===== src/rtl/i2s_led_pkg.sv =====
// i2s_led_pkg: shared constants, state encoding and header packing for the LED
// panel stream sequencer.
//   HDR_BITS / WORD_BITS : bit lengths of the row header and of a payload word
//   NX / NY / ROW        : bit offsets of the header fields
//   MAX_ROW_BITS         : largest payload per row the downstream 12-bit bit
//                          counter can address
//   seq_state_e          : sequencer FSM states
//   make_header()        : packs {nx, ny, 2'b00, row} into a 16-bit header
package i2s_led_pkg;

    localparam int unsigned HDR_BITS     = 16;
    localparam int unsigned WORD_BITS    = 16;
    localparam int unsigned NX           = 12;
    localparam int unsigned NY           = 8;
    localparam int unsigned ROW          = 0;
    localparam int unsigned MAX_ROW_BITS = 4095;

    typedef enum logic [2:0] {IDLE, HDR, DATA, PAD, DONE} seq_state_e;

    function automatic logic [HDR_BITS-1:0] make_header(input logic [3:0] nx,
                                                        input logic [3:0] ny,
                                                        input logic [5:0] row);
        logic [HDR_BITS-1:0] h;
        h           = '0;
        h[NX +: 4]  = nx;
        h[NY +: 4]  = ny;
        h[ROW +: 6] = row;
        return h;
    endfunction

endpackage


===== src/rtl/i2s_word_serializer.sv =====
// i2s_word_serializer: prefetch register plus 16-bit MSB-first shifter.
// Ports:
//   i2s_clk, rst_n : bit clock, synchronous active-low reset
//   rd             : frame-memory read strobe; rdata is valid the cycle after
//   rdata          : frame-memory read data
//   load           : load the shifter this edge (otherwise shift left, zero fill)
//   load_word      : on load, take the fetched memory word instead of load_val
//   load_val       : literal load value (header, or zero for pad/idle)
//   dout           : registered serial output (shifter MSB)
module i2s_word_serializer
    import i2s_led_pkg::*;
(
    input  logic                 i2s_clk,
    input  logic                 rst_n,
    input  logic                 rd,
    input  logic [WORD_BITS-1:0] rdata,
    input  logic                 load,
    input  logic                 load_word,
    input  logic [WORD_BITS-1:0] load_val,
    output logic                 dout
);

    logic                 cap_q;
    logic [WORD_BITS-1:0] pre_q;
    logic [WORD_BITS-1:0] sh_q;
    logic [WORD_BITS-1:0] fetched;

    // The word boundary can coincide with the capture cycle, so bypass the
    // prefetch register when the read data is arriving right now.
    assign fetched = cap_q ? rdata : pre_q;

    always_ff @(posedge i2s_clk) begin
        if (!rst_n) begin
            cap_q <= 1'b0;
            pre_q <= '0;
            sh_q  <= '0;
        end else begin
            cap_q <= rd;
            if (cap_q) begin
                pre_q <= rdata;
            end
            if (load) begin
                sh_q <= load_word ? fetched : load_val;
            end else begin
                sh_q <= {sh_q[WORD_BITS-2:0], 1'b0};
            end
        end
    end

    assign dout = sh_q[WORD_BITS-1];

endmodule


===== src/rtl/i2s_frame_sequencer.sv =====
// i2s_frame_sequencer: streams a frame row by row as header, payload words
// fetched from frame memory, then one latch pad bit, gapless on i2s_data.
// Optional feature macro: I2S_SEQ_AUTOLOOP_EN adds input 'loop'; when high in
// DONE the frame restarts at row 0 with the retained configuration.
// Ports:
//   i2s_clk, rst_n      : bit clock, synchronous active-low reset
//   start               : begin a frame (accepted in IDLE only)
//   cfg_nx/ny/rows      : modules across-1, modules down-1, rows per frame-1
//   loop                : (I2S_SEQ_AUTOLOOP_EN only) re-run the frame
//   busy                : frame in progress
//   frame_done          : pulse in the cycle after the last pad bit
//   cfg_err             : pulse when start is rejected (row too long)
//   row_cur             : row currently streaming
//   mem_rd/addr/rdata   : frame-memory read port, data one cycle after mem_rd
//   i2s_data            : registered serial stream, MSB first
module i2s_frame_sequencer #(
    parameter int unsigned ADDR_W = 14
) (
    input  logic              i2s_clk,
    input  logic              rst_n,
    input  logic              start,
    input  logic [3:0]        cfg_nx,
    input  logic [3:0]        cfg_ny,
    input  logic [5:0]        cfg_rows,
`ifdef I2S_SEQ_AUTOLOOP_EN
    input  logic              loop,
`endif
    output logic              busy,
    output logic              frame_done,
    output logic              cfg_err,
    output logic [5:0]        row_cur,
    output logic              mem_rd,
    output logic [ADDR_W-1:0] mem_addr,
    input  logic [15:0]       mem_rdata,
    output logic              i2s_data
);

    import i2s_led_pkg::*;

    localparam logic [3:0] HDR_PREFETCH  = 4'(HDR_BITS - 2);
    localparam logic [3:0] HDR_LAST      = 4'(HDR_BITS - 1);
    localparam logic [3:0] WORD_PREFETCH = 4'(WORD_BITS - 2);
    localparam logic [3:0] WORD_LAST     = 4'(WORD_BITS - 1);

    seq_state_e        state_q, state_d;
    logic [3:0]        bit_q, bit_d;
    logic [7:0]        word_q, word_d;
    logic [5:0]        row_q, row_d;
    logic [5:0]        rows_q, rows_d;
    logic [3:0]        nx_q, nx_d;
    logic [3:0]        ny_q, ny_d;
    logic [7:0]        w_q, w_d;
    logic [ADDR_W-1:0] base_q, base_d;
    logic              cfg_err_q, cfg_err_d;

    logic [9:0]        w_full;
    logic [13:0]       t_full;
    logic              cfg_ok;
    logic              last_word;
    logic [8:0]        rd_off;
    logic              ser_load;
    logic              ser_word;
    logic [15:0]       ser_val;

    // Row geometry from the live config; only used at start acceptance.
    assign w_full    = ({6'd0, cfg_nx} + 10'd1) * ({6'd0, cfg_ny} + 10'd1);
    assign t_full    = {w_full, 4'b0000};
    assign cfg_ok    = (t_full <= 14'(MAX_ROW_BITS));
    assign last_word = (word_q == w_q - 8'd1);

    // base_q is the accumulated row base (+W per row), so no multiplier here.
    assign mem_addr  = base_q + ADDR_W'(rd_off);
    assign row_cur   = row_q;
    assign cfg_err   = cfg_err_q;

    always_ff @(posedge i2s_clk) begin
        if (!rst_n) begin
            state_q   <= IDLE;
            bit_q     <= '0;
            word_q    <= '0;
            row_q     <= '0;
            rows_q    <= '0;
            nx_q      <= '0;
            ny_q      <= '0;
            w_q       <= '0;
            base_q    <= '0;
            cfg_err_q <= 1'b0;
        end else begin
            state_q   <= state_d;
            bit_q     <= bit_d;
            word_q    <= word_d;
            row_q     <= row_d;
            rows_q    <= rows_d;
            nx_q      <= nx_d;
            ny_q      <= ny_d;
            w_q       <= w_d;
            base_q    <= base_d;
            cfg_err_q <= cfg_err_d;
        end
    end

    always_comb begin
        state_d    = state_q;
        bit_d      = bit_q;
        word_d     = word_q;
        row_d      = row_q;
        rows_d     = rows_q;
        nx_d       = nx_q;
        ny_d       = ny_q;
        w_d        = w_q;
        base_d     = base_q;
        cfg_err_d  = 1'b0;
        ser_load   = 1'b0;
        ser_word   = 1'b0;
        ser_val    = '0;
        mem_rd     = 1'b0;
        rd_off     = '0;
        busy       = 1'b0;
        frame_done = 1'b0;

        unique case (state_q)
            IDLE: begin
                if (start) begin
                    if (cfg_ok) begin
                        state_d  = HDR;
                        bit_d    = '0;
                        row_d    = '0;
                        base_d   = '0;
                        nx_d     = cfg_nx;
                        ny_d     = cfg_ny;
                        rows_d   = cfg_rows;
                        w_d      = w_full[7:0];
                        ser_load = 1'b1;
                        ser_val  = make_header(cfg_nx, cfg_ny, 6'd0);
                    end else begin
                        cfg_err_d = 1'b1;
                    end
                end
            end
            HDR: begin
                busy  = 1'b1;
                bit_d = bit_q + 4'd1;
                // Fetch word 0 early enough to be loaded at the header boundary.
                if (bit_q == HDR_PREFETCH) begin
                    mem_rd = 1'b1;
                end
                if (bit_q == HDR_LAST) begin
                    state_d  = DATA;
                    word_d   = '0;
                    ser_load = 1'b1;
                    ser_word = 1'b1;
                end
            end
            DATA: begin
                busy  = 1'b1;
                bit_d = bit_q + 4'd1;
                if (bit_q == WORD_PREFETCH && !last_word) begin
                    mem_rd = 1'b1;
                    rd_off = {1'b0, word_q} + 9'd1;
                end
                if (bit_q == WORD_LAST) begin
                    ser_load = 1'b1;
                    if (last_word) begin
                        // Zero load: the pad bit and anything after it is 0.
                        state_d = PAD;
                    end else begin
                        word_d   = word_q + 8'd1;
                        ser_word = 1'b1;
                    end
                end
            end
            PAD: begin
                busy   = 1'b1;
                base_d = base_q + ADDR_W'(w_q);
                if (row_q != rows_q) begin
                    state_d  = HDR;
                    bit_d    = '0;
                    row_d    = row_q + 6'd1;
                    ser_load = 1'b1;
                    ser_val  = make_header(nx_q, ny_q, row_q + 6'd1);
                end else begin
                    state_d = DONE;
                end
            end
            DONE: begin
                frame_done = 1'b1;
                state_d    = IDLE;
`ifdef I2S_SEQ_AUTOLOOP_EN
                if (loop) begin
                    busy     = 1'b1;
                    state_d  = HDR;
                    bit_d    = '0;
                    row_d    = '0;
                    base_d   = '0;
                    ser_load = 1'b1;
                    ser_val  = make_header(nx_q, ny_q, 6'd0);
                end
`endif
            end
            default: state_d = IDLE;
        endcase
    end

    i2s_word_serializer u_ser (
        .i2s_clk   (i2s_clk),
        .rst_n     (rst_n),
        .rd        (mem_rd),
        .rdata     (mem_rdata),
        .load      (ser_load),
        .load_word (ser_word),
        .load_val  (ser_val),
        .dout      (i2s_data)
    );

endmodule


===== config.mk =====
export PLATFORM = sky130hd
export DESIGN_NAME = i2s_frame_sequencer
export DESIGN_NICKNAME = d
export VERILOG_FILES = /design/src/rtl/i2s_led_pkg.sv /design/src/rtl/i2s_word_serializer.sv /design/src/rtl/i2s_frame_sequencer.sv
export SDC_FILE = /design/constraint.sdc
export NUM_CORES = 1
export LEC_CHECK = 0
export ABC_AREA = 1
export ABC_CLOCK_PERIOD_IN_PS = 4500
export CAP_MARGIN = 0
export CORE_MARGIN = 3
export CORE_UTILIZATION = 50
export DETAILED_ROUTE_END_ITERATION = 10
export GPL_ROUTABILITY_DRIVEN = 0
export PLACE_DENSITY = 0.73
export RECOVER_POWER = 50
export SLEW_MARGIN = 10
export SYNTH_ARGS = -nofsm -noshare
export SYNTH_HDL_FRONTEND = slang
export SYNTH_SLANG_ARGS = --single-unit

===== constraint.sdc =====
create_clock -name i2s_clk -period 4.5 [get_ports i2s_clk]
set_input_delay 0.45 -clock i2s_clk [delete_from_list [all_inputs] [get_ports i2s_clk]]
set_output_delay 0.45 -clock i2s_clk [all_outputs]
set_load 0.01 [all_outputs]

==> flow_metrics.env <==
export IMPL_status="complete, no violations"
export IMPL_ys_seq_area_frac=0.291
export IMPL_cap_violations=0
export IMPL_grt_total_usage=0.215
export IMPL_pwr_share_seq=0.409
export IMPL_hold_end="ny_q[1]$_SDFFE_PN0P_"
export IMPL_relSlewSlack=0.413
export IMPL_via_per_inst=5.00
export IMPL_finalCoreUtilization=0.629
export IMPL_synthArstFlopShare=0
export IMPL_dieArea_mm2=0.0139
export IMPL_fillCellCount=1114
export IMPL_netSwitchingFraction=0.297
export IMPL_finalHoldViolations=0
export IMPL_p_sw_mw=0.630
export IMPL_numCtsBuffers=9
export IMPL_clk_pin_slew_ns=0.06
export IMPL_synthCells=919
export IMPL_nNetsFinal=1095
export IMPL_yosysTopAreaCellShare=0.291
export IMPL_setup_violations=0
export IMPL_synth_edff_count=0
export IMPL_cts_num_sinks=91
export IMPL_ant_nets=0
export IMPL_p_per_area_mw_per_mm2=279
export IMPL_cts_buffer_depth=2
export IMPL_slew_viol_final=0
export IMPL_antenna_found_initial=0
export IMPL_drtPass1Iterations=5
export IMPL_drt_iter0_markers=339
export IMPL_area_growth_syn_to_layout_pct=21.6
export IMPL_required_ns=4.70
export IMPL_regToRegSetupSlack_ns=1.70
export IMPL_drive_above_1_share=0.112
export IMPL_initial_core_util=0.517
export IMPL_grt_pass1_vias=5579
export IMPL_power_frac_comb=0.240
export IMPL_min_path_type="reg -> reg"
export IMPL_cp_arrival_ns=4.50
export IMPL_syn_area_mm2=0.00626
export IMPL_p_int_mw=1.50
export IMPL_r2r_end="u_ser.sh_q[0]$_SDFF_PN0_"
export IMPL_synth_largest_area_cell="dfxtp_1"
export IMPL_die_y_um=118
export IMPL_dp_slack_ns=-0.290
export IMPL_grt_max_degree=32
export IMPL_setup_tns_ns=0
export IMPL_worstSetupPathType="in -> reg"
export IMPL_critPathLaunchType="input port"
export IMPL_worstSkewPairLatency_ns=0.34
export IMPL_peakVddDrop_uv=196
export IMPL_fmax_ghz=0.233
export IMPL_crit_path_end_kind="flop"
export IMPL_portBuffers=57
export IMPL_min_path_cells=2
export IMPL_n_antenna_cell=0
export IMPL_core_area_mm2=0.0121
export IMPL_cp_slowest_stage_delay_ns=0.54
export IMPL_ys_warn_count=0
export IMPL_ys_flop_type="dfxtp_1"
export IMPL_syn_nets=1005
export IMPL_grt_pass1_wl_um=25000
export IMPL_pin_count=58
export IMPL_min_from="ny_q[1]$_SDFFE_PN0P_"
export IMPL_leakagePower_nw=3.79
export IMPL_grt_overflow_total=0
export IMPL_synth_most_common_cell="nand2_1"
export IMPL_setup_ws_ns=0.202
export IMPL_rr_startpoint="w_q[1]$_SDFFE_PN0P_"
export IMPL_dp_hpwl_um=11600
export IMPL_worstPathMaxFanout=6
export IMPL_tightestPinTransition_ns=0.879
export IMPL_htreeDepth=3
export IMPL_synth_area_top_cells="dfxtp_1, nand2_1, ha_1, inv_1, nand3_1"
export IMPL_r2r_cells=12
export IMPL_num_rows=40
export IMPL_route_detailed_drc=0
export IMPL_crit_chain="clkdlybuf4s50_1 > ha_1 > xor2_1 > nand2_1 > fa_1 > fa_1 > fa_1 > inv_1 > ha_1 > or2_1 > nand3_2 > nand3_2 > nand2_2 > nand3_2 > nand2_2 > nand3_1 > nand2_1 > a21oi_1"
export IMPL_synth_seq_cells=91
export IMPL_finalPower_mw=2.13
export IMPL_dr_total_vias=5913
export IMPL_fin_skew_ns=0.00921
export IMPL_synthTopCellsByCount="nand2_1, inv_1, dfxtp_1"
export IMPL_die_x_um=118
export IMPL_pwr_share_clk=0.351
export IMPL_post_route_period_util=0.955
export IMPL_cts_tree="done"
export IMPL_slowest_stage="fa_1"
export IMPL_post_route_min_period_ns=4.30
export IMPL_wl_um=14800
export IMPL_syn_avg_cell_area_um2=6.81
export IMPL_ys_types=43
export IMPL_routedWlPerCell_um=12.5
export IMPL_root_buffer="clkbuf_16"
[placed cells by master (no fill, tap or decap), drive strengths merged, types with 4 or more instances in the layout]
cell type,n
nor2,89
nor4,4
o211ai,4
clkbuf,14
dlymetal6s2s,5
buf,48
fa,11
o21ai,34
dfxtp,91
mux2i,4
xnor2,9
ha,42
nand4,13
clkdlybuf4s50,34
xor2,24
dlygate4sd3,16
nand2,226
a21oi,80
nand3,99
or2,7
nor3,14
inv,131
[cell type report]
type / count / area, um2 / area share
clock inverter: 4 / 51.3 / 0.00674
inverter: 131 / 497 / 0.0652
multi-input combinational: 670 / 3830 / 0.504
timing repair buffer: 106 / 960 / 0.126
sequential: 91 / 1830 / 0.240
tap: 168 / 210 / 0.0276
clock buffer: 12 / 236 / 0.0311
[layer usage]
metal  global-route usage  wire length [um]
met5                    0                 0
met4               0.0491               129
met3               0.0432               478
met2                0.382              7370
met1                0.267              6790
[what timing repair did]
item	CTS	global route
pin swaps	0	4
hold buffers	0	0
endpoints found under the setup margin	5	73
setup buffers	0	4
resized for setup	2	25
[registers in the layout, indices dropped and copies added (netlist names)]
| register | count |
|---|---|
| u_ser.sh_q | 16 |
| u_ser.cap_q | 1 |
| state_q | 3 |
| base_q | 14 |
| word_q | 8 |
| w_q | 8 |
| cfg_err | 1 |
| u_ser.pre_q | 16 |
| rows_q | 6 |
| ny_q | 4 |
| bit_q | 4 |
| row_cur | 6 |
| nx_q | 4 |
[power by group through the flow]
stage | clock network, mW | logic [mW] | registers (mW)
final | 0.746 | 0.510 | 0.869
after CTS | 0.759 | 0.496 | 0.869
after global placement | 0 | 0.485 | 0.886
after global routing | 0.789 | 0.579 | 0.874
after detailed placement | 0 | 0.493 | 0.886
after floorplan | 0 | 0.339 | 0.877
[critical path: cells and delay by family]
family                     cells  cell delay, ns
and+or+nand+nor                9            1.26
AOI/OAI and AO/OA              1            0.06
buffers and inverters          2            0.52
adders and majority gates      5            1.98
xor gates and xnor gates       1            0.20
[how the worst max path moves through the flow]
stage,slack (ns),endpoint,cells after the start,from
after detailed placement,-0.29,u_ser.sh_q[12]$_SDFF_PN0_,19,cfg_ny[2]
final,0.20,row_cur[5]$_SDFFE_PN0P_,18,cfg_nx[1]
after global routing,-0.006,mem_addr[9],18,w_q[1]$_SDFFE_PN0P_
after floorplan,0.45,u_ser.sh_q[5]$_SDFF_PN0_,19,cfg_nx[0]
after CTS,0.02,mem_addr[12],22,w_q[0]$_SDFFE_PN0P_
after global placement,-0.18,u_ser.sh_q[12]$_SDFF_PN0_,19,cfg_ny[2]
[kinds of logic after synthesis]
| group | count (synthesis) | share of synthesized area |
|---|---|---|
| xor+xnor | 33 | 0.0462 |
| flops | 91 | 0.291 |
| simple gates | 457 | 0.325 |
| buf+inv | 158 | 0.108 |
| compound gates | 123 | 0.104 |
| fa+ha+maj | 53 | 0.119 |
| mux | 4 | 0.00639 |
[through the flow]
| stage | area [um2] | instances | hold WS (ns) |
|---|---|---|---|
| 6_report | 7610 | 1182 | 0.459 |
| 5_1_grt | 7610 | 1182 | 0.486 |
| 4_1_cts | 7500 | 1178 | 0.461 |
| 3_5_place_dp | 7210 | 1162 | 0.453 |
| 3_3_place_gp | 7210 | 1162 | 0.448 |
| 2_1_floorplan | 6260 | 919 | 0.430 |
No activity file was read; power rests on OpenSTA's default activity.
